[src/rtl/uart_tx_frame_seq_pkg.sv]
// ============================================================================
// Module      : uart_tx_pkg
// Description : Shared types and helpers for the UART TX frame sequencer.
// Revision    : 1.0 - initial release
// ============================================================================
`default_nettype none

package uart_tx_pkg;

  typedef enum logic [2:0] {
    ST_IDLE   = 3'd0,
    ST_START  = 3'd1,
    ST_DATA   = 3'd2,
    ST_PARITY = 3'd3,
    ST_STOP   = 3'd4
  } state_e;

  localparam logic PAR_EVEN = 1'b0;
  localparam logic PAR_ODD  = 1'b1;

  // Counter must hold the value DATA_WIDTH itself, not just DATA_WIDTH-1.
  function automatic int cnt_width(input int dw);
    return $clog2(dw + 1);
  endfunction

endpackage

`default_nettype wire

[src/rtl/uart_tx_frame_seq_if.sv]
// ============================================================================
// Module      : uart_tx_frame_seq_if
// Description : Payload/config valid-ready handshake into the TX sequencer.
// Revision    : 1.0 - initial release
// ============================================================================
`default_nettype none

interface uart_tx_frame_seq_if #(
  parameter int DATA_WIDTH = 8
);
  logic [DATA_WIDTH-1:0] P_DATA;
  logic                  DATA_VALID;
  logic                  PAR_EN;
  logic                  PAR_TYP;
  logic                  STOP2;
  logic                  READY;

  modport master (
    output P_DATA, DATA_VALID, PAR_EN, PAR_TYP, STOP2,
    input  READY
  );

  modport slave (
    input  P_DATA, DATA_VALID, PAR_EN, PAR_TYP, STOP2,
    output READY
  );
endinterface

`default_nettype wire

[src/rtl/uart_tx_frame_seq_parity_calc.sv]
// ============================================================================
// Module      : uart_tx_parity_calc
// Description : Combinational even/odd parity over a DATA_WIDTH payload.
// Revision    : 1.0 - initial release
// ============================================================================
`default_nettype none

module uart_tx_parity_calc
  import uart_tx_pkg::*;
#(
  parameter int DATA_WIDTH = 8
) (
  input  logic [DATA_WIDTH-1:0] i_data,
  input  logic                  i_par_typ,
  output logic                  o_parity
);

  always_comb begin
    o_parity = (i_par_typ == PAR_ODD) ? ~^i_data : ^i_data;
  end

endmodule

`default_nettype wire

[src/rtl/uart_tx_frame_seq.sv]
// ============================================================================
// Module      : uart_tx_frame_seq
// Description : UART TX frame engine: holding buffer, start/data/parity/stop
//               sequencing on an external baud tick, registered serial output.
// Revision    : 1.0 - initial release
// ============================================================================
`default_nettype none

module uart_tx_frame_seq
  import uart_tx_pkg::*;
#(
  parameter int   DATA_WIDTH = 8,
  parameter logic IDLE_LEVEL = 1'b1
) (
  input  logic                CLK,
  input  logic                RST,
  input  logic                BAUD_TICK,
  uart_tx_frame_seq_if.slave  bus,
  output logic                TX_OUT,
  output logic                BUSY,
  output logic                FRAME_DONE
);

  localparam int              CW         = cnt_width(DATA_WIDTH);
  localparam logic [2:0]      c_IDLE     = ST_IDLE;
  localparam logic [2:0]      c_START    = ST_START;
  localparam logic [2:0]      c_DATA     = ST_DATA;
  localparam logic [2:0]      c_PARITY   = ST_PARITY;
  localparam logic [2:0]      c_STOP     = ST_STOP;
  localparam logic [CW-1:0]   c_CNT_LAST = CW'(DATA_WIDTH);

  // Holding buffer
  logic                  r_buf_full;
  logic [DATA_WIDTH-1:0] r_buf_data;
  logic                  r_buf_par_en;
  logic                  r_buf_par_typ;
  logic                  r_buf_stop2;

  // Active frame
  logic [2:0]            r_state;
  logic [CW-1:0]         r_cnt;
  logic [DATA_WIDTH-1:0] r_sh_data;
  logic                  r_sh_par_en;
  logic                  r_sh_parity;
  logic                  r_sh_stop2;
  logic                  r_tx;
  logic                  r_done;

  logic                  w_accept;
  logic                  w_stop_last;
  logic                  w_load;
  logic                  w_buf_parity;

  uart_tx_parity_calc #(
    .DATA_WIDTH (DATA_WIDTH)
  ) u_parity (
    .i_data    (r_buf_data),
    .i_par_typ (r_buf_par_typ),
    .o_parity  (w_buf_parity)
  );

  always_comb begin
    w_accept    = bus.DATA_VALID & ~r_buf_full;
    w_stop_last = (r_state == c_STOP) & (r_cnt == CW'(r_sh_stop2));
    w_load      = BAUD_TICK & r_buf_full & ((r_state == c_IDLE) | w_stop_last);
  end

  assign bus.READY  = ~r_buf_full;
  assign BUSY       = (r_state != c_IDLE) | r_buf_full;
  assign TX_OUT     = r_tx;
  assign FRAME_DONE = r_done;

  always_ff @(posedge CLK) begin
    if (RST) begin
      r_buf_full    <= 1'b0;
      r_buf_data    <= '0;
      r_buf_par_en  <= 1'b0;
      r_buf_par_typ <= 1'b0;
      r_buf_stop2   <= 1'b0;
      r_state       <= c_IDLE;
      r_cnt         <= '0;
      r_sh_data     <= '0;
      r_sh_par_en   <= 1'b0;
      r_sh_parity   <= 1'b0;
      r_sh_stop2    <= 1'b0;
      r_tx          <= IDLE_LEVEL;
      r_done        <= 1'b0;
    end else begin
      r_done <= 1'b0;

      // Accept needs an empty buffer, load needs a full one: never both.
      if (w_accept) begin
        r_buf_full    <= 1'b1;
        r_buf_data    <= bus.P_DATA;
        r_buf_par_en  <= bus.PAR_EN;
        r_buf_par_typ <= bus.PAR_TYP;
        r_buf_stop2   <= bus.STOP2;
      end else if (w_load) begin
        r_buf_full  <= 1'b0;
        r_sh_data   <= r_buf_data;
        r_sh_par_en <= r_buf_par_en;
        r_sh_parity <= w_buf_parity;
        r_sh_stop2  <= r_buf_stop2;
      end

      if (BAUD_TICK) begin
        case (r_state)
          c_IDLE: begin
            if (r_buf_full) begin
              r_state <= c_START;
              r_tx    <= ~IDLE_LEVEL;
            end
          end
          c_START: begin
            r_state   <= c_DATA;
            r_tx      <= r_sh_data[0];
            r_sh_data <= r_sh_data >> 1;
            r_cnt     <= CW'(1);
          end
          c_DATA: begin
            if (r_cnt != c_CNT_LAST) begin
              r_tx      <= r_sh_data[0];
              r_sh_data <= r_sh_data >> 1;
              r_cnt     <= r_cnt + CW'(1);
            end else if (r_sh_par_en) begin
              r_state <= c_PARITY;
              r_tx    <= r_sh_parity;
            end else begin
              r_state <= c_STOP;
              r_tx    <= IDLE_LEVEL;
              r_cnt   <= '0;
            end
          end
          c_PARITY: begin
            r_state <= c_STOP;
            r_tx    <= IDLE_LEVEL;
            r_cnt   <= '0;
          end
          c_STOP: begin
            if (w_stop_last) begin
              r_done <= 1'b1;
              r_cnt  <= '0;
              if (r_buf_full) begin
                r_state <= c_START;
                r_tx    <= ~IDLE_LEVEL;
              end else begin
                r_state <= c_IDLE;
                r_tx    <= IDLE_LEVEL;
              end
            end else begin
              r_cnt <= r_cnt + CW'(1);
            end
          end
          default: begin
            r_state <= c_IDLE;
            r_tx    <= IDLE_LEVEL;
            r_cnt   <= '0;
          end
        endcase
      end
    end
  end

endmodule

`default_nettype wire
[src/flat_wrapper.sv]
// flat-port wrapper written by rule: the top's interface ports become plain ports
module uart_tx_frame_seq_flat import uart_tx_pkg::*;
#(
  parameter int   DATA_WIDTH = 8,
  parameter logic IDLE_LEVEL = 1'b1
)
  (CLK, RST, BAUD_TICK, TX_OUT, BUSY, FRAME_DONE, bus_P_DATA, bus_DATA_VALID, bus_PAR_EN, bus_PAR_TYP, bus_STOP2, bus_READY);
  uart_tx_frame_seq_if #(.DATA_WIDTH(DATA_WIDTH)) bus_i ();
  input  logic CLK;
  input  logic RST;
  input  logic BAUD_TICK;
  output logic TX_OUT;
  output logic BUSY;
  output logic FRAME_DONE;
  input wire logic [$bits(bus_i.P_DATA)-1:0] bus_P_DATA;
  input wire logic [$bits(bus_i.DATA_VALID)-1:0] bus_DATA_VALID;
  input wire logic [$bits(bus_i.PAR_EN)-1:0] bus_PAR_EN;
  input wire logic [$bits(bus_i.PAR_TYP)-1:0] bus_PAR_TYP;
  input wire logic [$bits(bus_i.STOP2)-1:0] bus_STOP2;
  output wire logic [$bits(bus_i.READY)-1:0] bus_READY;
  assign bus_i.P_DATA = bus_P_DATA;
  assign bus_i.DATA_VALID = bus_DATA_VALID;
  assign bus_i.PAR_EN = bus_PAR_EN;
  assign bus_i.PAR_TYP = bus_PAR_TYP;
  assign bus_i.STOP2 = bus_STOP2;
  assign bus_READY = bus_i.READY;
  uart_tx_frame_seq #(.DATA_WIDTH(DATA_WIDTH), .IDLE_LEVEL(IDLE_LEVEL)) u_core (.CLK(CLK), .RST(RST), .BAUD_TICK(BAUD_TICK), .bus(bus_i), .TX_OUT(TX_OUT), .BUSY(BUSY), .FRAME_DONE(FRAME_DONE));
endmodule
[config.mk]
export PLATFORM = sky130hd
export DESIGN_NAME = uart_tx_frame_seq_flat
export DESIGN_NICKNAME = d
export VERILOG_FILES = /design/src/rtl/uart_tx_frame_seq_pkg.sv /design/src/rtl/uart_tx_frame_seq_if.sv /design/src/rtl/uart_tx_frame_seq_parity_calc.sv /design/src/rtl/uart_tx_frame_seq.sv /design/src/flat_wrapper.sv
export SDC_FILE = /design/constraint.sdc
export NUM_CORES = 1
export LEC_CHECK = 0
export CORE_ASPECT_RATIO = 1.1
export CORE_MARGIN = 5
export CORE_UTILIZATION = 50
export CTS_BUF_LIST = sky130_fd_sc_hd__clkbuf_16
export CTS_CLUSTER_DIAMETER = 50
export CTS_CLUSTER_SIZE = 14
export DETAILED_ROUTE_END_ITERATION = 12
export GPL_TIMING_DRIVEN = 0
export PLACE_DENSITY = 0.8
export SYNTH_ARGS = -nofsm -noshare
export SYNTH_HDL_FRONTEND = slang
export SYNTH_SLANG_ARGS = --single-unit
export TNS_END_PERCENT = 50
[constraint.sdc]
create_clock -name CLK -period 3.3 [get_ports CLK]
set_input_delay 0.66 -clock CLK [delete_from_list [all_inputs] [get_ports CLK]]
set_output_delay 0.66 -clock CLK [all_outputs]
set_load 0.005 [all_outputs]
==> impl_metrics.toml, run 1 <==
[timing]
finalHoldViolCount = 0
rsz0062_at_grt = "no"
timing.final.crit_share_pct = 66.5
setup_viol = 0
slew_viol_final = 0
max_freq_ghz = 0.456
clock-skew-final_ns = 0.00348
fin_tns_setup_ns = 0
layout_min_cycle_time_ns = 2.19
worst_slew_pin_slew_ns = 0.547
maxSlewHeadroom_pct = 63.5

[route]
wl_met1_um = 1590
highest_layer = "met4"
routed-wl-met2_um = 1550
drtPass1Iterations = 4
wl_met3_um = 188
vias_per_cell = 5.55
routedWlPerCell_um = 13.4
num_vias = 1416
drt-initial-drc-count = 81
drcViolationCount = 0
ant_nets = 0
drt-total-wl_um = 3420

[global_route]
grt_usage_pct = 16.7
grt_pass1_wl_um = 5950
grt_max_degree = 11
grt_pass1_vias = 1294
grt_antenna_before_repair = 0
grt_overflow_total = 0

[yosys]
yosys_warnings = 0
netlist_instances = 198
ys_types = 41
ys_ff_latch = 32
synth_top_cell_by_area = "dfxtp_1"
synthesis.nets = 215
yosys.area.top_type_share_pct = 39.3
ys_top_cells_by_area = "dfxtp_1 (39%), nand2_1 (9.9%), a21oi_1 (8.6%)"
avgSynthCellArea_um2 = 8.23
syn_area_um2 = 1630
ys_seq_area_share_pct = 39.3

[final_layout]
drive_above_1_share_pct = 9.95
final_core_utilization_pct = 63.6
diodes = 0
nets = 238
fin_area_um2 = 1970
syn_to_final_growth_pct = 20.9

[power]
swShare_pct = 26.2
pwr-share-clk_pct = 41.3
seq_power_share_pct = 41.2
p_comb_share_pct = 17.4
switchingPower_mw = 0.274
pwr_density_cell_nw_per_um2 = 532
power.total_mw = 1.05
ir_drop_v = 0.000325
internal_power_mw = 0.774
leakage_nw = 0.726

[cts]
cts_root_buf = "clkbuf_16"
insertion_delay_ns = 0.28
postCtsSetupBuffers = 0
clock_sinks = 32
htree_levels = 2
cts_hold_buf = 0
cts_resized = 0
cts_made_buffers = 5
clock_path_buffers = 2
cts_tree = "done"
clk_pin_slew_ns = 0.05

[placement]
io_buffers = 16
placed_cell_area_um2 = 1830
place_congestion = 0.881
hpwl_um = 2420

[floorplanning]
row_count = 21
ios = 19
core_area_um2 = 3100
die_w_um = 64.4
die_y_um = 69.9
start_util_pct = 52.6
die_area_um2 = 4500

[critical_path]
endpoint_kind = "primary output"
startpoint_type = "flop"
crit_required_ns = 2.64
cp.arrival_ns = 1.53
critPathKind = "flop to primary output"
crit_fanout = 7

[hold_path]
worstHoldPathType = "flop to flop"

[run_status]
status = "finished, final reports clean"

[flow_run]
max_cap_violations = 0
-- power by group through the flow --
stage / sequential (mW) / clock, mW / combinational, mW
2_1_floorplan: 0.435 / 0 / 0.132
3_5_place_dp: 0.440 / 0 / 0.181
4_1_cts: 0.432 / 0.440 / 0.183
5_1_grt: 0.436 / 0.459 / 0.202
6_report: 0.432 / 0.433 / 0.182
3_3_place_gp: 0.439 / 0 / 0.179
-- cell type report --
cell class / count / area [µm²]
Buffer: 12 / 98.8
Clock buffer: 5 / 125
Clock inverter: 2 / 12.5
Fill cell: 293 / 1130
Inverter: 12 / 45.0
Multi-Input combinational cell: 142 / 846
Sequential cell: 32 / 641
Tap cell: 34 / 42.5
Timing Repair Buffer: 16 / 160
-- cells by family after synthesis --
kind of cell             count (synthesis)  synth area share [%]
AND/OR/NAND/NOR                         75                  21.0
multiplexers                             3                  1.84
flip-flops                              32                  39.3
XOR/XNOR                                 8                  5.14
adder cells (fa/ha/maj)                  2                  1.53
buffers and inverters                   24                  8.83
AO/OA/AOI/OAI                           54                  22.3
-- metrics by stage --
step	hold WS [ns]	cells	setup WS, ns
after detailed placement	0.450	248	1.19
final	0.458	255	1.11
after global placement	0.439	248	1.24
after global routing	0.480	255	1.03
after floorplan	0.432	198	1.35
after CTS	0.461	255	1.11
-- worst paths after layout --
kind                                   start                              end  slack, ns  cells after the start
max           u_core.r_state[1]$_SDFFE_PP0P_                             BUSY       1.11                      3
min          u_core.r_buf_stop2$_SDFFE_PP0P_  u_core.r_buf_stop2$_SDFFE_PP0P_       0.46                      2
max reg2reg     u_core.r_cnt[0]$_SDFFE_PP0P_   u_core.r_sh_data[4]$_SDFF_PP0_       1.15                      9
min reg2reg  u_core.r_buf_stop2$_SDFFE_PP0P_  u_core.r_buf_stop2$_SDFFE_PP0P_       0.46                      2
-- metal layers --
layer	GRT usage, %	vias up
li1	-	733
met1	21.4	636
met2	25.7	37
met3	5.13	10
met4	7.04	0
met5	0	-
-- Yosys cell counts --
cell	n
nor3_1	4
nand3_1	7
clkbuf_8	2
o2111ai_1	1
o41ai_1	1
a32o_1	1
mux2i_1	3
dfxtp_1	32
clkbuf_1	4
nand2_1	43
xnor3_1	1
a31o_2	1
buf_2	1
a221oi_1	4
buf_4	1
inv_1	11
nand3b_1	1
or2_2	1
a211oi_1	2
xor2_1	1
a221oi_2	2
a311o_1	1
o31ai_1	3
a21oi_2	1
a21oi_1	28
and3b_1	1
a21oi_4	1
nand4b_1	3
nor4bb_1	1
clkdlybuf4s15_1	1
nor2b_1	3
buf_6	3
nor2_1	10
ha_1	2
a31oi_1	4
a21o_1	1
a22oi_1	1
xnor2_1	6
or3_4	1
o21ai_0	2
inv_2	1
-- critical path, stage by stage (launching register included) --
cell             delay [ns]
dfxtp_1                0.37
nor2_1                 0.30
nand3_1                0.13
clkdlybuf4s50_1        0.46
-- registers in the layout (all words and copies together) (netlist names), 3 cells and up --
name               flops
u_core.r_buf_data      8
u_core.r_cnt           4
u_core.r_sh_data       8
u_core.r_state         3
-- layout by cell type, fill, tap and decap left out, types with 2 or more instances in the layout --
cell,count
nand2_1,43
dfxtp_1,32
a21oi_1,28
clkdlybuf4s50_1,16
inv_1,11
nor2_1,10
nand3_1,7
xnor2_1,6
clkbuf_16,5
clkbuf_1,4
a31oi_1,4
nor3_1,4
a221oi_1,4
nor2b_1,3
buf_6,3
o31ai_1,3
mux2i_1,3
nand4b_1,3
clkbuf_8,2
a211oi_1,2
o21ai_0,2
a221oi_2,2
ha_1,2
Power figures use the tool's default switching activity.
==> inputs of run 2 (changes only) <==
--- a/config.mk
+++ b/config.mk
@@ -7,13 +7,13 @@
 export LEC_CHECK = 0
 export CORE_ASPECT_RATIO = 1.1
 export CORE_MARGIN = 5
-export CORE_UTILIZATION = 50
+export CORE_UTILIZATION = 49
 export CTS_BUF_LIST = sky130_fd_sc_hd__clkbuf_16
 export CTS_CLUSTER_DIAMETER = 50
 export CTS_CLUSTER_SIZE = 14
 export DETAILED_ROUTE_END_ITERATION = 12
 export GPL_TIMING_DRIVEN = 0
-export PLACE_DENSITY = 0.8
+export PLACE_DENSITY = 0.82
 export SYNTH_ARGS = -nofsm -noshare
 export SYNTH_HDL_FRONTEND = slang
 export SYNTH_SLANG_ARGS = --single-unit
==> constraint.sdc (replaced) <==
create_clock -name CLK -period 1.9 [get_ports CLK]
set_input_delay 0.38 -clock CLK [delete_from_list [all_inputs] [get_ports CLK]]
set_output_delay 0.38 -clock CLK [all_outputs]
set_load 0.005 [all_outputs]
==> impl_metrics.toml, run 2 (synthesis gave the netlist of run 1 again) <==
[final_layout]
stdcell_count = 263
diodes = 0
final_cell_mix = "nand2_1 (43), dfxtp_1 (28), a21oi_1 (27), clkdlybuf4s50_1 (16), inv_1 (10)"
syn_to_final_growth_pct = 28.2
drive_above_1_share_pct = 16.7
layout_commonest_cell = "nand2_1"
reg.largest.list = "u_core.r_buf_data: 8 flops, u_core.r_sh_data: 8 flops, u_core.r_cnt: 4 flops"
seqCellArea_um2 = 648
fillCellCount = 259
nets = 243
final_core_utilization_pct = 63.8
multiInputGateArea_um2 = 886

[flow_run]
max_cap_violations = 0

[timing]
slew_viol_final = 0
timing.final.crit_share_pct = 97.6
finalHoldViolCount = 0
worst_slew_pin_slew_ns = 0.598
max_freq_ghz = 0.539
layout_min_cycle_time_ns = 1.85
setup_viol = 0
maxSlewHeadroom_pct = 59.6
clock-skew-final_ns = 0.00301

[cts]
cts_made_buffers = 5
clock_path_buffers = 2
htree_levels = 2
cts_root_buf = "clkbuf_16"
clock_sinks = 32
cts_tree = "done"
insertion_delay_ns = 0.27
clk_pin_slew_ns = 0.05
cts_hold_buf = 0

[route]
drtPass1Iterations = 4
ant_nets = 0
drcViolationCount = 0
routedWlPerCell_um = 14.9
vias_per_cell = 5.81
drt-total-wl_um = 3920
drt-initial-drc-count = 56
num_vias = 1529

[critical_path]
cp.arrival_ns = 1.47
r2r_cells = 8
critPathMaxStageDelay_ns = 0.51
endpoint_kind = "primary output"
r2r_start = "u_core.r_cnt[0]$_SDFFE_PP0P_"
crit_required_ns = 1.52
crit_fanout = 6
r2r_setup_slack_ns = 0.07
critPathKind = "flop to primary output"
crit_chain = "inv_1 -> nand3_1 -> clkdlybuf4s50_1"
startpoint_type = "flop"
rr_endpoint = "u_core.r_sh_data[4]$_SDFF_PP0_"
slowest_stage = "clkdlybuf4s50_1"

[floorplanning]
die_y_um = 70.5
die_w_um = 65.0
start_util_pct = 49.8
die_area_um2 = 4580
row_count = 22
core_area_um2 = 3280
ios = 19

[placement]
io_buffers = 16
dpl.cell_count = 250
hpwl_um = 2550
place_congestion = 0.827

[power]
pwr_density_cell_nw_per_um2 = 956
leakage_nw = 0.775
ir_drop_v = 0.000806
power.total_mw = 2.00

[hold_path]
worstHoldPathType = "input port to flop"
whs_path_depth = 3
whs_endpoint = "u_core.FRAME_DONE$_SDFF_PP0_"
hold_start = "BAUD_TICK"

[global_route]
grt_overflow_total = 0
grt_usage_pct = 18.8
grt_antenna_before_repair = 0
grt_pass1_wl_um = 6690
grt_max_degree = 11
grt_pass1_vias = 1509

[run_status]
status = "finished, final reports clean"
[run 2: per-stage QoR]
step / setup slack (ns) / instance area, µm² / TNS [ns] / hold slack [ns]
final: 0.0460 / 2090 / 0 / 0.430
after global routing: -0.0161 / 2090 / -0.0247 / 0.456
after CTS: 0.00390 / 2040 / 0 / 0.426
after detailed placement: -0.136 / 1840 / -0.297 / 0.449
after global placement: -0.110 / 1840 / -0.214 / 0.440
after floorplan: 0.0215 / 1630 / 0 / 0.432
[run 2: timing repair]
action / 4_1_cts / 5_1_grt
setup endpoints to repair: 8 / 9
endpoints found under the hold margin: 0 / 0
buffers inserted: 6 / 0
gates resized for setup: 6 / 11
pin swaps: 6 / 4
[run 2: where the power goes]
part	leakage [nW]	internal, mW	total [mW]	switching (mW)
clock	0.0789	0.608	0.884	0.276
sequential	0.263	0.717	0.758	0.0407
combinational	0.433	0.173	0.356	0.183
[run 2: worst max path at each step]
stage | startpoint | endpoint | slack, ns | depth (start not counted)
after floorplan | u_core.r_cnt[0]$_SDFFE_PP0P_ | u_core.r_sh_data[4]$_SDFF_PP0_ | 0.02 | 9
final | u_core.r_state[2]$_SDFFE_PP0P_ | BUSY | 0.05 | 3
after global routing | u_core.r_state[0]$_SDFFE_PP0P_ | u_core.r_cnt[0]$_SDFFE_PP0P_ | -0.02 | 6
after detailed placement | u_core.r_cnt[1]$_SDFFE_PP0P_ | u_core.r_sh_data[4]$_SDFF_PP0_ | -0.14 | 9
after CTS | u_core.r_cnt[0]$_SDFFE_PP0P_ | u_core.r_sh_data[3]$_SDFF_PP0_ | 0.004 | 8
after global placement | u_core.r_cnt[0]$_SDFFE_PP0P_ | u_core.r_sh_data[4]$_SDFF_PP0_ | -0.11 | 9
[run 2: final cells by class]
| cell class | instances | share of cell area [%] |
|---|---|---|
| plain buffers | 11 | 4.19 |
| clock inverters | 3 | 1.80 |
| repair buffers | 22 | 10.2 |
| clock buffers | 5 | 5.99 |
| flip-flops and latches | 32 | 31.0 |
| inverters | 12 | 2.28 |
| well taps | 36 | 2.16 |
| multi-input cells | 142 | 42.4 |
[run 2: metal layers]
metal	routed length [µm]	GRT usage, %	vias to the layer above	part of all wire, %
li1	-	-	742	-
met1	1700	22.3	718	43
met2	1900	29.8	60	48
met3	236	5.95	9	6.0
met4	84	10.1	0	2.1
met5	0	0	-	0
[run 2: worst max-delay path: cells and delay by family, from the launching register on]
family | cells | cell delay, ns
buffers and inverters | 2 | 0.67
and+or+nand+nor | 1 | 0.12
DFF | 1 | 0.41
